**config.mk**
```make
export PLATFORM = sky130hd
export DESIGN_NAME = sobel_edge_scanner_flat
export DESIGN_NICKNAME = d
export VERILOG_FILES = /design/src/rtl/sobel_edge_scanner_if.sv /design/src/rtl/sobel_edge_scanner.sv /design/src/flat_wrapper.sv
export SDC_FILE = /design/constraint.sdc
export NUM_CORES = 1
export LEC_CHECK = 0
export CAP_MARGIN = 20
export CORE_MARGIN = 2
export CORE_UTILIZATION = 31
export DETAILED_ROUTE_END_ITERATION = 10
export SLEW_MARGIN = 30
export SYNTH_ARGS = -nofsm -noshare
export SYNTH_HDL_FRONTEND = slang
export SYNTH_SLANG_ARGS = --single-unit
```
**constraint.sdc**
```tcl
create_clock -name clk -period 13.6 [get_ports clk]
set_input_delay 2.04 -clock clk [delete_from_list [all_inputs] [get_ports clk]]
set_output_delay 2.04 -clock clk [all_outputs]
set_load 0.03 [all_outputs]
```
**src/rtl/sobel_edge_scanner_if.sv**
```systemverilog
// Result stream from the Sobel edge scanner to the edge-overlay writer.
// The master side drives a result with valid; the slave side answers with ready.
interface sobel_edge_scanner_if;
   logic       edgeOutValid;
   logic       edgeOutReady;
   logic [9:0] edgeX;
   logic [8:0] edgeY;
   logic [6:0] edgeMag;
   logic [3:0] edgePixel;

   modport master (
      output edgeOutValid,
      output edgeX,
      output edgeY,
      output edgeMag,
      output edgePixel,
      input  edgeOutReady
   );

   modport slave (
      input  edgeOutValid,
      input  edgeX,
      input  edgeY,
      input  edgeMag,
      input  edgePixel,
      output edgeOutReady
   );
endinterface

```
**src/rtl/sobel_edge_scanner.sv**
```systemverilog
// Sobel edge scanner: walks a window centre over the interior of the stored
// region, requests each 3x3 neighbourhood from the frame buffer, waits for a
// settled (second matching) response, and streams |Gx|+|Gy| plus a
// thresholded edge pixel downstream with valid/ready backpressure.
module sobel_edge_scanner #(
   parameter int ROW_LENGTH     = 600,
   parameter int COL_LENGTH     = 400,
   parameter int COL_BIAS       = 20,
   parameter int ROW_BIAS       = 40,
   parameter int EDGE_THRESHOLD = 12
) (
   input  logic       clk,
   input  logic       reset,
   input  logic       start,
   output logic [9:0] outX_edge,
   output logic [8:0] outY_edge,
   input  logic       edgeValid,
   input  logic [3:0] ul,
   input  logic [3:0] uc,
   input  logic [3:0] ur,
   input  logic [3:0] ml,
   input  logic [3:0] mr,
   input  logic [3:0] dl,
   input  logic [3:0] dc,
   input  logic [3:0] dr,
   input  logic [9:0] outX_edgeOut,
   input  logic [8:0] outY_edgeOut,
   sobel_edge_scanner_if.master edgeOut,
   output logic       busy,
   output logic       frameDone
);

   localparam int DATA_W = 4;
   localparam logic [9:0] X_FIRST = 10'(COL_BIAS + 1);
   localparam logic [9:0] X_LAST  = 10'(COL_BIAS + ROW_LENGTH - 2);
   localparam logic [8:0] Y_FIRST = 9'(ROW_BIAS + 1);
   localparam logic [8:0] Y_LAST  = 9'(ROW_BIAS + COL_LENGTH - 2);
   localparam logic [6:0] THRESH  = 7'(EDGE_THRESHOLD);

   typedef enum logic [1:0] {IDLE, WAIT, CALC, EMIT} state_t;

   state_t state;
   logic   matchCnt;

   logic [DATA_W-1:0] ulReg, ucReg, urReg, mlReg, mrReg, dlReg, dcReg, drReg;

   logic              echoMatch;
   logic              captureNbr;
   logic              lastPixel;
   logic signed [7:0] gx;
   logic signed [7:0] gy;
   logic [6:0]        mag;

   // Zero-extend a greyscale sample into the signed gradient domain.
   function automatic logic signed [7:0] widen(input logic [DATA_W-1:0] v);
      return $signed({{(8 - DATA_W){1'b0}}, v});
   endfunction

   // One Sobel column/row: a + 2b + c (max 60, fits the signed 8-bit range).
   function automatic logic signed [7:0] weighted(input logic [DATA_W-1:0] a,
                                                  input logic [DATA_W-1:0] b,
                                                  input logic [DATA_W-1:0] c);
      return widen(a) + (widen(b) <<< 1) + widen(c);
   endfunction

   // Absolute value of a gradient; |g| <= 60 so 7 bits always hold it.
   function automatic logic [6:0] absMag(input logic signed [7:0] g);
      return g[7] ? 7'(-g) : g[6:0];
   endfunction

   assign echoMatch  = (outX_edgeOut == outX_edge) && (outY_edgeOut == outY_edge);
   assign captureNbr = (state == WAIT) && edgeValid && echoMatch && matchCnt;
   assign lastPixel  = (outX_edge == X_LAST) && (outY_edge == Y_LAST);

   assign gx  = weighted(urReg, mrReg, drReg) - weighted(ulReg, mlReg, dlReg);
   assign gy  = weighted(dlReg, dcReg, drReg) - weighted(ulReg, ucReg, urReg);
   assign mag = absMag(gx) + absMag(gy);

   // Neighbourhood capture on the settled (second matching) response; data only, no reset.
   always_ff @(posedge clk) begin
      if (captureNbr) begin
         ulReg <= ul;
         ucReg <= uc;
         urReg <= ur;
         mlReg <= ml;
         mrReg <= mr;
         dlReg <= dl;
         dcReg <= dc;
         drReg <= dr;
      end
   end

   // Scan FSM: coordinate walk, echo matching, result register and handshake.
   always_ff @(posedge clk or negedge reset) begin
      if (!reset) begin
         state                <= IDLE;
         matchCnt             <= 1'b0;
         outX_edge            <= X_FIRST;
         outY_edge            <= Y_FIRST;
         busy                 <= 1'b0;
         frameDone            <= 1'b0;
         edgeOut.edgeOutValid <= 1'b0;
         edgeOut.edgeX        <= '0;
         edgeOut.edgeY        <= '0;
         edgeOut.edgeMag      <= '0;
         edgeOut.edgePixel    <= '0;
      end else begin
         frameDone <= 1'b0;
         case (state)
            IDLE: begin
               if (start) begin
                  outX_edge <= X_FIRST;
                  outY_edge <= Y_FIRST;
                  matchCnt  <= 1'b0;
                  busy      <= 1'b1;
                  state     <= WAIT;
               end
            end
            WAIT: begin
               // The first matching pulse after a coordinate change may mix
               // old and new neighbours, so only the second one is used.
               if (edgeValid && echoMatch) begin
                  if (matchCnt) begin
                     state <= CALC;
                  end else begin
                     matchCnt <= 1'b1;
                  end
               end
            end
            CALC: begin
               edgeOut.edgeX        <= outX_edge;
               edgeOut.edgeY        <= outY_edge;
               edgeOut.edgeMag      <= mag;
               edgeOut.edgePixel    <= (mag >= THRESH) ? 4'hF : 4'h0;
               edgeOut.edgeOutValid <= 1'b1;
               state                <= EMIT;
            end
            EMIT: begin
               if (edgeOut.edgeOutReady) begin
                  edgeOut.edgeOutValid <= 1'b0;
                  matchCnt             <= 1'b0;
                  if (lastPixel) begin
                     frameDone <= 1'b1;
                     busy      <= 1'b0;
                     outX_edge <= X_FIRST;
                     outY_edge <= Y_FIRST;
                     state     <= IDLE;
                  end else begin
                     if (outX_edge == X_LAST) begin
                        outX_edge <= X_FIRST;
                        outY_edge <= outY_edge + 9'd1;
                     end else begin
                        outX_edge <= outX_edge + 10'd1;
                     end
                     state <= WAIT;
                  end
               end
            end
            default: state <= IDLE;
         endcase
      end
   end

endmodule

```
**src/flat_wrapper.sv**
```systemverilog
// flat-port wrapper written by rule: the top's interface ports become plain ports
module sobel_edge_scanner_flat 
#(
   parameter int ROW_LENGTH     = 600,
   parameter int COL_LENGTH     = 400,
   parameter int COL_BIAS       = 20,
   parameter int ROW_BIAS       = 40,
   parameter int EDGE_THRESHOLD = 12
)
  (clk, reset, start, outX_edge, outY_edge, edgeValid, ul, uc, ur, ml, mr, dl, dc, dr, outX_edgeOut, outY_edgeOut, busy, frameDone, edgeOut_edgeOutValid, edgeOut_edgeX, edgeOut_edgeY, edgeOut_edgeMag, edgeOut_edgePixel, edgeOut_edgeOutReady);
  sobel_edge_scanner_if edgeOut_i ();
  input  logic clk;
  input  logic reset;
  input  logic start;
  output logic [9:0] outX_edge;
  output logic [8:0] outY_edge;
  input  logic edgeValid;
  input  logic [3:0] ul;
  input  logic [3:0] uc;
  input  logic [3:0] ur;
  input  logic [3:0] ml;
  input  logic [3:0] mr;
  input  logic [3:0] dl;
  input  logic [3:0] dc;
  input  logic [3:0] dr;
  input  logic [9:0] outX_edgeOut;
  input  logic [8:0] outY_edgeOut;
  output logic busy;
  output logic frameDone;
  output wire logic [$bits(edgeOut_i.edgeOutValid)-1:0] edgeOut_edgeOutValid;
  output wire logic [$bits(edgeOut_i.edgeX)-1:0] edgeOut_edgeX;
  output wire logic [$bits(edgeOut_i.edgeY)-1:0] edgeOut_edgeY;
  output wire logic [$bits(edgeOut_i.edgeMag)-1:0] edgeOut_edgeMag;
  output wire logic [$bits(edgeOut_i.edgePixel)-1:0] edgeOut_edgePixel;
  input wire logic [$bits(edgeOut_i.edgeOutReady)-1:0] edgeOut_edgeOutReady;
  assign edgeOut_edgeOutValid = edgeOut_i.edgeOutValid;
  assign edgeOut_edgeX = edgeOut_i.edgeX;
  assign edgeOut_edgeY = edgeOut_i.edgeY;
  assign edgeOut_edgeMag = edgeOut_i.edgeMag;
  assign edgeOut_edgePixel = edgeOut_i.edgePixel;
  assign edgeOut_i.edgeOutReady = edgeOut_edgeOutReady;
  sobel_edge_scanner #(.ROW_LENGTH(ROW_LENGTH), .COL_LENGTH(COL_LENGTH), .COL_BIAS(COL_BIAS), .ROW_BIAS(ROW_BIAS), .EDGE_THRESHOLD(EDGE_THRESHOLD)) u_core (.clk(clk), .reset(reset), .start(start), .outX_edge(outX_edge), .outY_edge(outY_edge), .edgeValid(edgeValid), .ul(ul), .uc(uc), .ur(ur), .ml(ml), .mr(mr), .dl(dl), .dc(dc), .dr(dr), .outX_edgeOut(outX_edgeOut), .outY_edgeOut(outY_edgeOut), .edgeOut(edgeOut_i), .busy(busy), .frameDone(frameDone));
endmodule
```
==> metrics.md <==
| Metric | Value |
|---|---|
| Post-synthesis net count | ~650 |
| RSZ-0062 raised after global routing | false |
| Area Overhead vs Synth | 29.2% |
| Post-synth EDFFs | 32 |
| Residual DRC | 0 |
| Clock slew at reported path FFs | roughly 70 ps |
| 1st-pass router iterations | 4 |
| Worst slew margin | 54.8% |
| Peak supply drop | slightly above 0.09 mV |
| Clk sink count | between 80 and 90 |
| Synth Register Bits | 84 |
| Mux share of post-synthesis cell area | under 10% |
| Largest family of logic cells by synthesized area | adder cells |
| Synth Area in Adders | between 10% and 20% |
| Most common cell in the netlist | inv_1 |
| Boundary Pins | 108 |
| Row count | approximately 50 |
| Max Fclk | 168 MHz |
| Clock Skews | 10.2 ps |
| Slew Limit Fails | 0 |
| Fin crit period | just under 6000 ps |
| Routed Antenna Nets | 0 |
| Port buffer count | 107 |
| WL final | between 10000 and 15000 µm |
| Grt total ovfl | 0 |
| Synth Flop Type | dfrtp_1 |
| Synth cell types | 57 |
| Min-Delay Path Depth | 1 |
| Final HPWL DP | around 10000 µm |
| Mean post-synth cell area | 10.8 µm² |
| Post-Synthesis Cells | 519 |
| Nets | approximately 760 |
| Maximum clock path buffer count | 2 |
| Total negative slack | 0 ps |
| Area leader, netlist | dfrtp_1 |
| P_leak | slightly above 3 nW |
| Synth Area in Compound Gates | approximately a tenth |
| Via count | about 4k |
| Starting DRT DRC Count | between 200 and 250 |
| Fin worst setup slack | around 7700 ps |
| Fin. Hold Viols | 0 |
| Ant. Diodes | 0 |
| Power Density | around 140 mW/mm² |
| First-pass GRT wire length | between 20000 and 25000 µm |
| CTS tree | done |
| Worst Setup Start Kind | flip-flop |
| Max_cap viols | 0 |
| Simple-Gate Fraction of Synth Area | a little over a tenth |
| Async SR Flop Fraction | roughly three fifths |
| Post-placement setup slack | roughly 7700 ps |
| Die X | 138 µm |
| M1 GR Usage | 17.3% |
| R2R Setup Slk | approximately 7700 ps |
| R2R Path Start | u_core.ulReg[1] |
| Clk Latency, worst-skew pair | approximately 350 ps |
| Clk root buf | clkbuf_16 |
| Post-synth top cells | inv_1 (67), ha_1 (51), dfrtp_1 (46), nand2_1 (33), edfxtp_1 (32) |
| Warnings from Yosys | 0 |
| WL/cell | 14.5 µm |
| Outcome | completed |
| R2r worst-path depth | 23 |
| Hold path start | u_core.edgeOut.edgeY[4] |
| # fillers | 1683 |
| Final setup viols | 0 |
| Share of layout cells above drive strength 1 | roughly a tenth |
| Met3 global-route usage | 3.01% |
| Core box area | between 0.015 and 0.02 mm² |
| Initial antenna violation count | 0 |
| FF-to-FF End | u_core.edgeOut.edgeMag[6] |
| H-tree Lvls | 3 |
| Synth top area share | 20.6% |
| CTS Hold Bufs | 0 |
| Largest cells by area after synthesis | dfrtp_1 (21%), edfxtp_1 (17%), ha_1 (11%) |
| Most crowded layer after global routing | met2 |
| Worst-margin pin slew | between 600 and 700 ps |
| CTS resizes | 0 |
| GP Congestion | roughly 0.9 |
| Crit path required time | 13830 ps |
| Starting Density | a little under a third |
| Die Ht | 138 µm |
| Hold crit path type | flip-flop to flip-flop |
| Number of global-route vias before repair | about 4.3k |
| Sink of the worst hold path | u_core.edgeOut.edgeY[4] |
| Largest net degree at the start of global routing | 53 |
| Die footprint | ~0.019 mm² |
| Vias per inst | 4.72 |
| Cell Area, Synth | ~0.0056 mm² |
| Worst EP arrival | roughly 6000 ps |
| Met2 Use GR | 23.2% |
| Setup Fix Bufs, Post-CTS | 0 |
| Multi-input logic area | between 0.002 and 0.003 mm² |
| Crit share post-route | 43.7% |
| Crit Path Class | flip-flop to flip-flop |
| All-Layer GR Usage | between 10% and 20% |
| Register area | roughly 0.0023 mm² |
| Power Total | roughly 0.97 mW |
| TritonCTS Buffers | 9 |
| Sequential area share after synthesis | 40.7% |
| Worst setup EP type | flip-flop |
| Crit-path max FO | 6 |
| Synth Area in XOR/XNOR | approximately 8.9% |
## power breakdown
group / switching [mW] / leakage [nW] / total, mW / internal, mW
clock network: 0.108 / 0.165 / 0.276 / 0.168
logic: 0.205 / 2.00 / 0.352 / 0.147
registers: 0.0424 / 0.931 / 0.345 / 0.303
## kinds of logic after synthesis
family / after synthesis
mux: 27
buf+inv: 79
flops: 84
fa+ha+maj: 72
simple gates: 115
xor+xnor: 55
compound gates: 87
## layout by cell type, fill, tap and decap left out, types with 6 or more instances in the layout
cell             netlist  routed
clkdlybuf4s50_1        0     106
inv_1                 67      67
ha_1                  51      51
dfrtp_1               46      46
nand2_1               33      33
edfxtp_1              32      32
xnor2_1               30      30
nor2_1                30      30
a21oi_1               28      28
o21ai_0               26      26
xor2_1                24      24
mux2_2                24      24
fa_1                  21      21
clkbuf_16              0       9
a21o_1                 8       8
nor2b_1                7       7
nand3_1                7       7
dfstp_2                6       6
## per-layer routing
layer  wire length [µm]  share of wire (%)  vias up
met2               6180                 49       87
met4                189                1.5        0
met5                  0                  0        -
met3                598                4.8       16
li1                   -                  -     1987
met1               5520                 44     1976
## state kept, by name (all words and copies together), names as in the netlist, 2 cells and up
signal                  flops
u_core.ucReg                4
u_core.ulReg                4
u_core.edgeOut.edgeY        9
u_core.drReg                4
u_core.edgeOut.edgeX       10
u_core.mlReg                4
u_core.edgeOut.edgeMag      7
u_core.outY_edge            9
u_core.dcReg                4
u_core.mrReg                4
u_core.outX_edge           10
u_core.state                2
u_core.dlReg                4
u_core.urReg                4
## per-stage QoR
stage	instance area, µm²	instances	util, %	hold slack [ps]
after floorplan	5580	519	-	513
after global placement	6880	846	38.6	489
after detailed placement	6880	846	38.6	496
after CTS	7210	862	40.4	511
after global routing	7210	862	40.4	534
final	7210	862	40.4	510
## worst max-delay path: stages (launching register included)
cell and delay, ps:
edfxtp_1 410, ha_1 230, fa_1 490, inv_1 50, fa_1 500, inv_1 50
fa_1 500, inv_1 40, ha_1 340, a21oi_1 150, o21ai_0 170, a221o_1 320
a21oi_1 360, mux2_2 250, inv_1 50, fa_1 420, nor2b_1 180, o31a_1 170
o21ai_0 80, nand2b_1 70, xnor3_1 390, xnor2_1 150, xnor2_1 160, mux2_2 270
## final cells by class
| class | count | share of cell area (%) |
|---|---|---|
| tap | 229 | 3.97 |
| clock buffer | 10 | 3.31 |
| timing repair buffer | 110 | 15.1 |
| clock inverter | 6 | 1.30 |
| sequential | 84 | 31.5 |
| multi-input combinational | 356 | 41.4 |
| inverter | 67 | 3.49 |
## how the worst max path moves through the flow
stage,start,cells after the start,to,slack (ps)
floorplan,u_core.ulReg[1],23,u_core.edgeOut.edgeMag[6],8040
global placement,u_core.ulReg[1],23,u_core.edgeOut.edgeMag[6],7810
detailed placement,u_core.ulReg[1],23,u_core.edgeOut.edgeMag[6],7670
CTS,u_core.ulReg[1],23,u_core.edgeOut.edgeMag[6],7660
global route,u_core.ulReg[1],23,u_core.edgeOut.edgeMag[6],7170
finish,u_core.ulReg[1],23,u_core.edgeOut.edgeMag[6],7660
Power figures use the tool's default switching activity.
